==> config.mk <==
export PLATFORM = sky130hd
export DESIGN_NAME = mdu_regfile_sequencer
export DESIGN_NICKNAME = d
export VERILOG_FILES = /design/src/rtl/mdu_pkg.sv /design/src/rtl/mdu_iter_core.sv /design/src/rtl/mdu_regfile_sequencer.sv
export SDC_FILE = /design/constraint.sdc
export NUM_CORES = 1
export LEC_CHECK = 0
export CAP_MARGIN = 20
export CORE_ASPECT_RATIO = 2
export CORE_MARGIN = 1.5
export CORE_UTILIZATION = 28
export CTS_CLUSTER_DIAMETER = 50
export CTS_CLUSTER_SIZE = 12
export DETAILED_ROUTE_END_ITERATION = 12
export PLACE_DENSITY = 0.41
export SYNTH_ARGS = -nofsm -noshare
export SYNTH_HDL_FRONTEND = slang
export SYNTH_SLANG_ARGS = --single-unit
==> constraint.sdc <==
create_clock -name clk -period 16.9 [get_ports clk]
set_input_delay 2.535 -clock clk [delete_from_list [all_inputs] [get_ports clk]]
set_output_delay 2.535 -clock clk [all_outputs]
set_load 0.05 [all_outputs]
==> src/rtl/mdu_pkg.sv <==
// rtl/mdu_pkg.sv - shared constants and state encoding for the RV32M sequencer
// Purpose: funct3 codes, FSM states and width defaults used by
//          mdu_regfile_sequencer and mdu_iter_core.
// Ports:   none (package).
package mdu_pkg;

   localparam int MDU_XLEN = 32;
   localparam int MDU_AW   = 5;

   localparam logic [2:0] F3_MUL    = 3'b000;
   localparam logic [2:0] F3_MULH   = 3'b001;
   localparam logic [2:0] F3_MULHSU = 3'b010;
   localparam logic [2:0] F3_MULHU  = 3'b011;
   localparam logic [2:0] F3_DIV    = 3'b100;
   localparam logic [2:0] F3_DIVU   = 3'b101;
   localparam logic [2:0] F3_REM    = 3'b110;
   localparam logic [2:0] F3_REMU   = 3'b111;

   typedef enum logic [1:0] {
      S_IDLE = 2'd0,
      S_READ = 2'd1,
      S_EXEC = 2'd2,
      S_WB   = 2'd3
   } state_e;

endpackage

==> src/rtl/mdu_iter_core.sv <==
// rtl/mdu_iter_core.sv - iterative unsigned shift-add multiply / restoring divide
// Purpose: one result bit per step on unsigned magnitudes; the caller applies signs.
// Ports:   clk, rst_n (async, active-low); start loads op_a/op_b and count=XLEN-1;
//          step advances one iteration; is_div selects divide; last is count==0;
//          result is {hi,lo} product or {remainder,quotient}.
module mdu_iter_core
   import mdu_pkg::*;
#(
   parameter int XLEN = MDU_XLEN
) (
   input  logic              clk,
   input  logic              rst_n,
   input  logic              start,
   input  logic              step,
   input  logic              is_div,
   input  logic [XLEN-1:0]   op_a,
   input  logic [XLEN-1:0]   op_b,
   output logic              last,
   output logic [2*XLEN-1:0] result
);

   localparam int CW = $clog2(XLEN);

   // p holds {accumulator, multiplier} for multiply, {remainder, dividend/quotient} for divide.
   logic [2*XLEN-1:0] p_q, p_d;
   logic [XLEN-1:0]   m_q, m_d;
   logic [CW-1:0]     cnt_q, cnt_d;
   logic [XLEN:0]     sum;
   logic [XLEN:0]     sh;
   logic [XLEN+1:0]   diff;

   always_comb begin
      p_d   = p_q;
      m_d   = m_q;
      cnt_d = cnt_q;
      sum   = {1'b0, p_q[2*XLEN-1:XLEN]} + (p_q[0] ? {1'b0, m_q} : '0);
      // Partial remainder shifted left with the next dividend bit brought in.
      sh    = p_q[2*XLEN-1:XLEN-1];
      diff  = {1'b0, sh} - {2'b00, m_q};
      if (start) begin
         p_d   = {{XLEN{1'b0}}, (is_div ? op_a : op_b)};
         m_d   = is_div ? op_b : op_a;
         cnt_d = CW'(XLEN - 1);
      end else if (step) begin
         cnt_d = cnt_q - CW'(1);
         if (is_div) begin
            // diff sign bit set means the trial subtraction underflowed: restore.
            p_d = {(diff[XLEN+1] ? sh[XLEN-1:0] : diff[XLEN-1:0]),
                   p_q[XLEN-2:0], ~diff[XLEN+1]};
         end else begin
            p_d = {sum, p_q[XLEN-1:1]};
         end
      end
   end

   always_ff @(posedge clk or negedge rst_n) begin
      if (!rst_n) begin
         p_q   <= '0;
         m_q   <= '0;
         cnt_q <= '0;
      end else begin
         p_q   <= p_d;
         m_q   <= m_d;
         cnt_q <= cnt_d;
      end
   end

   assign last   = (cnt_q == '0);
   assign result = p_q;

endmodule

==> src/rtl/mdu_regfile_sequencer.sv <==
// rtl/mdu_regfile_sequencer.sv - multi-cycle RV32M sequencer driving the register-file ports
// Purpose: accepts one M-op, reads rs1/rs2 for one cycle, runs multiply/divide,
//          writes rd for one cycle (never to x0).
// Ports:   req_valid/req_ready/req_funct3/req_rs1/req_rs2/req_rd from decode;
//          rs1/rs2/rs1_rd_en/rs2_rd_en/rS1/rS2 read side; rd/rd_wd_en/rD write side;
//          busy (non-IDLE), done (WB pulse).
// Option:  MDU_FASTMUL_EN selects a single-cycle 33x33 signed multiply.
module mdu_regfile_sequencer
   import mdu_pkg::*;
#(
   parameter int XLEN = MDU_XLEN,
   parameter int AW   = MDU_AW
) (
   input  logic            clk,
   input  logic            rst_n,
   input  logic            req_valid,
   output logic            req_ready,
   input  logic [2:0]      req_funct3,
   input  logic [AW-1:0]   req_rs1,
   input  logic [AW-1:0]   req_rs2,
   input  logic [AW-1:0]   req_rd,
   output logic [AW-1:0]   rs1,
   output logic [AW-1:0]   rs2,
   output logic [AW-1:0]   rd,
   output logic            rs1_rd_en,
   output logic            rs2_rd_en,
   output logic            rd_wd_en,
   output logic [XLEN-1:0] rD,
   input  logic [XLEN-1:0] rS1,
   input  logic [XLEN-1:0] rS2,
   output logic            busy,
   output logic            done
);

   localparam logic [XLEN-1:0] XMIN = {1'b1, {(XLEN-1){1'b0}}};

   state_e          state_q, state_d;
   logic [2:0]      f3_q, f3_d;
   logic [AW-1:0]   rs1_q, rs1_d, rs2_q, rs2_d, rd_q, rd_d;
   logic            neg_q, neg_d, spec_q, spec_d;
   logic [XLEN-1:0] sval_q, sval_d;

   logic              a_signed, b_signed, neg1, neg2, is_spec, core_start, core_step, core_last;
   logic [XLEN-1:0]   abs1, abs2, spec_val, div_sel, div_fix, result;
   logic [2*XLEN-1:0] core_res, mul_fix;

`ifdef MDU_FASTMUL_EN
   logic [XLEN-1:0]         opa_q, opa_d, opb_q, opb_d;
   logic                    ea_q, ea_d, eb_q, eb_d;
   logic signed [2*XLEN+1:0] prod;
`endif

   // Operand signedness from the latched funct3.
   assign a_signed = (f3_q == F3_MUL) || (f3_q == F3_MULH) || (f3_q == F3_MULHSU) ||
                     (f3_q == F3_DIV) || (f3_q == F3_REM);
   assign b_signed = (f3_q == F3_MUL) || (f3_q == F3_MULH) ||
                     (f3_q == F3_DIV) || (f3_q == F3_REM);
   assign neg1     = a_signed & rS1[XLEN-1];
   assign neg2     = b_signed & rS2[XLEN-1];
   assign abs1     = neg1 ? -rS1 : rS1;
   assign abs2     = neg2 ? -rS2 : rS2;

   always_comb begin
      is_spec  = 1'b0;
      spec_val = '0;
      if (f3_q[2]) begin
         if (rS2 == '0) begin
            is_spec  = 1'b1;
            spec_val = f3_q[1] ? rS1 : '1;
         end else if (a_signed && rS1 == XMIN && rS2 == '1) begin
            is_spec  = 1'b1;
            spec_val = f3_q[1] ? '0 : XMIN;
         end
      end
   end

   mdu_iter_core #(.XLEN(XLEN)) u_core (
      .clk    (clk),
      .rst_n  (rst_n),
      .start  (core_start),
      .step   (core_step),
      .is_div (f3_q[2]),
      .op_a   (abs1),
      .op_b   (abs2),
      .last   (core_last),
      .result (core_res)
   );

   always_comb begin
      mul_fix = neg_q ? -core_res : core_res;
      div_sel = f3_q[1] ? core_res[2*XLEN-1:XLEN] : core_res[XLEN-1:0];
      div_fix = neg_q ? -div_sel : div_sel;
      if (spec_q)               result = sval_q;
      else if (f3_q[2])         result = div_fix;
      else if (f3_q == F3_MUL)  result = mul_fix[XLEN-1:0];
      else                      result = mul_fix[2*XLEN-1:XLEN];
`ifdef MDU_FASTMUL_EN
      prod = $signed({ea_q, opa_q}) * $signed({eb_q, opb_q});
      if (!f3_q[2]) result = (f3_q == F3_MUL) ? prod[XLEN-1:0] : prod[2*XLEN-1:XLEN];
`endif
   end

   always_comb begin
      state_d    = state_q;
      f3_d       = f3_q;
      rs1_d      = rs1_q;
      rs2_d      = rs2_q;
      rd_d       = rd_q;
      neg_d      = neg_q;
      spec_d     = spec_q;
      sval_d     = sval_q;
      core_start = 1'b0;
      core_step  = 1'b0;
      req_ready  = 1'b0;
      rs1_rd_en  = 1'b0;
      rs2_rd_en  = 1'b0;
      rd_wd_en   = 1'b0;
      rD         = '0;
      done       = 1'b0;
`ifdef MDU_FASTMUL_EN
      opa_d = opa_q;
      opb_d = opb_q;
      ea_d  = ea_q;
      eb_d  = eb_q;
`endif
      case (state_q)
         S_IDLE: begin
            req_ready = 1'b1;
            if (req_valid) begin
               f3_d    = req_funct3;
               rs1_d   = req_rs1;
               rs2_d   = req_rs2;
               rd_d    = req_rd;
               state_d = S_READ;
            end
         end
         S_READ: begin
            rs1_rd_en = 1'b1;
            rs2_rd_en = 1'b1;
            // Remainder follows the dividend; everything else takes sign1 ^ sign2.
            neg_d     = (f3_q[2] && f3_q[1]) ? neg1 : (neg1 ^ neg2);
            spec_d    = is_spec;
            sval_d    = spec_val;
            state_d   = is_spec ? S_WB : S_EXEC;
`ifdef MDU_FASTMUL_EN
            opa_d      = rS1;
            opb_d      = rS2;
            ea_d       = neg1;
            eb_d       = neg2;
            core_start = !is_spec && f3_q[2];
`else
            core_start = !is_spec;
`endif
         end
         S_EXEC: begin
            core_step = 1'b1;
`ifdef MDU_FASTMUL_EN
            if (core_last || !f3_q[2]) state_d = S_WB;
`else
            if (core_last) state_d = S_WB;
`endif
         end
         S_WB: begin
            rD       = result;
            done     = 1'b1;
            // The register file does not protect x0.
            rd_wd_en = (rd_q != '0);
            state_d  = S_IDLE;
         end
         default: state_d = S_IDLE;
      endcase
   end

   always_ff @(posedge clk or negedge rst_n) begin
      if (!rst_n) begin
         state_q <= S_IDLE;
         f3_q    <= '0;
         rs1_q   <= '0;
         rs2_q   <= '0;
         rd_q    <= '0;
         neg_q   <= 1'b0;
         spec_q  <= 1'b0;
         sval_q  <= '0;
`ifdef MDU_FASTMUL_EN
         opa_q   <= '0;
         opb_q   <= '0;
         ea_q    <= 1'b0;
         eb_q    <= 1'b0;
`endif
      end else begin
         state_q <= state_d;
         f3_q    <= f3_d;
         rs1_q   <= rs1_d;
         rs2_q   <= rs2_d;
         rd_q    <= rd_d;
         neg_q   <= neg_d;
         spec_q  <= spec_d;
         sval_q  <= sval_d;
`ifdef MDU_FASTMUL_EN
         opa_q   <= opa_d;
         opb_q   <= opb_d;
         ea_q    <= ea_d;
         eb_q    <= eb_d;
`endif
      end
   end

   assign rs1  = rs1_q;
   assign rs2  = rs2_q;
   assign rd   = rd_q;
   assign busy = (state_q != S_IDLE);

endmodule
==> flow_summary.ini <==
[outcome]
status = finished, final reports clean

[placed_design]
placed_cell_area_um2 = 18300
gp_congestion = 0.950
dp_cells = 2935
pre_cts_slack_ns = 9.18
dpl.hpwl_um = 54400
numPortBuffers = 137

[timing]
tns_ns = 0
max_slew_margin_pct = 22.1
fin_crit_ns = 7.90
drv_slew = 0
fin_worst_skew_ns = 0.0157
hold_slack_ns = 0.483
hold_viol = 0
worst_slew_pin_slew_ns = 1.15
grt_setup_unrepaired = false
period_share_pct = 46.7
fin_ws_ns = 9.00
max_freq_ghz = 0.127
setup-violations-final = 0

[clock_tree]
cts.htree.levels = 4
cts_hold_buffers = 0
post_cts_resized = 0
cts.clk_slew.worst_paths_ns = 0.07
cts_buffer_depth = 2
clock_sinks = 155
numCtsBuffers = 17
insertion_delay_ns = 0.47
clockRootBuffer = clkbuf_16
cts_tree = yes
post-cts-setup-buffers = 0

[power]
peakVddDrop_mv = 0.101
switching_power_w = 0.00247
p_seq_share_pct = 18.3
p_clk_share_pct = 9.9
combPwrFrac_pct = 71.8
p_int_w = 0.00194
switching_share_pct = 56.0
power_density_nw_per_um2 = 233
p_leak_nw = 7.55

[worst_hold_path]
holdPathStages = 2
hold_path_startpoint = u_core.m_q[24]
min_path_type = reg2reg
holdPathEnd = u_core.m_q[24]

[global_route]
gr-usage-met3_pct = 2.09
grtUsageTotal_pct = 23.4
grt_start_max_net_pins = 68
grt-ovfl-total = 0
grt_pass1_wl_um = 105000
busiest_layer = met2
grt_use_met2_pct = 45.1
antenna_found_initial = 0
grt_use_met1_pct = 24.7
grt_pass1_vias = 16752

[final_layout]
area_growth_pct = 16.0
drive_gt1_share_pct = 5.89
antenna_cells = 0
fin_area_um2 = 19000
nets = 2355
layout.cells.non_filler = 2968

[floorplan]
io_pins = 138
dieWidth_um = 174
die_h_um = 345
core_um2 = 57900
fp-row-count = 125
initial_core_util_pct = 28.3
die-area_um2 = 60000

[critical_path]
end_kind = primary output
r2r_start = f3_q[1]
reg2reg_to = u_core.m_q[5]
rr_worst_depth = 10
worstPathArrival_ns = 5.36
cp_max_fo = 9
crit_required_ns = 14.37
path_class = reg2out
cp-start-kind = flip-flop
rrSetupSlack_ns = 12.19

[yosys]
ys.flop_type = dfrtp_1
synth_cells = 2171
syn-cell-area_um2 = 16400
synthArstFlopShare_pct = 100
synth_edf_count = 0
ys_ff_latch = 155
yosys_warnings = 0
syn_avg_cell_area_um2 = 7.54
seq_area_frac_synth_pct = 23.7
synth_nets = 2333
synth.distinct_cells = 79

[route]
ant_nets = 0
drt_iter0_drc = 789
wl_um = 70000
drc = 0
wl_per_cell_um = 23.6
routed_via_density = 5.52
vias = 16369
dr.pass1.iters = 7

[job]
drv_cap = 0
how the worst max path moves through the flow:
stage	start	endpoint	cells after the start
2_1_floorplan	f3_q[1]	rD[28]	18
3_3_place_gp	u_core.result[0]	rD[26]	11
3_5_place_dp	u_core.result[0]	rD[26]	11
4_1_cts	u_core.result[0]	rD[26]	11
5_1_grt	u_core.result[5]	rD[17]	10
6_report	u_core.result[6]	rD[17]	10
synth_stat cells, drive strengths merged (9+ instances only):
cell,number,area share (%)
mux2i,74,4.5
inv,103,2.4
a31oi,20,0.76
nor2,186,4.3
a221oi,9,0.48
mux2,28,1.9
a21oi,181,5.5
dfrtp,155,24
o211ai,61,2.8
and2,11,0.42
nor4,21,0.80
nor3,48,1.5
or3,27,1.0
a21o,39,1.8
nand4,19,0.73
o22ai,38,1.5
clkbuf,142,3.3
a211oi,34,1.6
o21a,13,0.60
or4,16,0.80
nand2,200,4.6
xnor2,116,6.2
buf,25,0.70
o21ai,188,5.7
o221ai,16,0.86
nand3,21,0.64
nand2b,22,0.84
o41ai,16,0.95
nor2b,34,1.3
or2,13,0.50
o31ai,39,1.9
ha,75,5.7
xor2,86,4.6
cells by family (layout without fill, tap and decap cells):
kind of cell | after synthesis | after routing | synth area share, %
flops | 155 | 155 | 23.7
fa+ha+maj | 77 | 77 | 5.98
buf+inv | 272 | 307 | 6.36
xor+xnor | 202 | 202 | 10.8
compound gates | 720 | 720 | 28.1
mux | 102 | 102 | 6.45
simple gates | 643 | 643 | 18.6
registers in the layout, indices dropped and copies added, names as in the netlist:
register	cells
sval_q	32
rs1	5
f3_q	3
spec_q	1
state_q	2
u_core.m_q	32
rs2	5
neg_q	1
rd	5
u_core.result	64
u_core.cnt_q	5
placed cells by master, fill, tap and decap left out, drive strengths merged, types with 11 or more instances in the layout:
cell           netlist  final
a21o                39     39
nand2b              22     22
o21ai              188    188
or2                 13     13
ha                  75     75
nor4                21     21
mux2i               74     74
or4                 16     16
mux2                28     28
buf                 25     34
xnor2              116    116
o21a                13     13
nor2               186    186
inv                103    104
a21oi              181    181
nor3                48     48
dfrtp              155    155
o221ai              16     16
clkbuf             142     21
and2                11     11
clkdlybuf4s50        0    136
xor2                86     86
a211oi              34     34
nand3               21     21
nand4               19     19
a31oi               20     20
nand2              200    200
or3                 27     27
o31ai               39     39
o22ai               38     38
nor2b               34     34
o41ai               16     16
o211ai              61     61
routing by layer:
layer	vias to the layer above	share of wire [%]
met3	144	3.5
met2	512	54
li1	7878	-
met4	0	5.5
met1	7835	37
met5	-	0
critical path, cell delays in order (launching register included):
cell	delay (ns)
dfrtp_1	0.49
or4_4	0.63
or4_4	0.61
or3_1	0.52
or3_1	0.57
o41ai_2	0.31
xor2_1	0.12
a211oi_1	0.25
a211oi_1	0.10
a211oi_1	0.41
clkdlybuf4s50_1	0.89
area by class of cell:
class | count | area (µm²)
clock buffer | 21 | 470
clock inverter | 11 | 166
fill | 6290 | 38900
inverter | 105 | 394
multi-input combinational | 1744 | 11500
sequential | 155 | 3890
tap | 762 | 953
timing repair buffer | 170 | 1640
power by group through the flow:
stage	combinational, W	sequential (W)	clock [W]
CTS	0.00317	0.000805	0.000448
global route	0.00347	0.000834	0.000458
floorplan	0.00230	0.000666	0
finish	0.00317	0.000809	0.000435
global placement	0.00315	0.000810	0
detailed placement	0.00315	0.000814	0
through the flow:
| step | power [W] | util [%] |
|---|---|---|
| final | 0.00441 | 32.8 |
| after global routing | 0.00476 | 32.8 |
| after CTS | 0.00442 | 32.8 |
| after detailed placement | 0.00396 | 31.7 |
| after global placement | 0.00396 | 31.7 |
| after floorplan | 0.00297 | - |
Note: power is estimated with default switching activity, not from simulation.
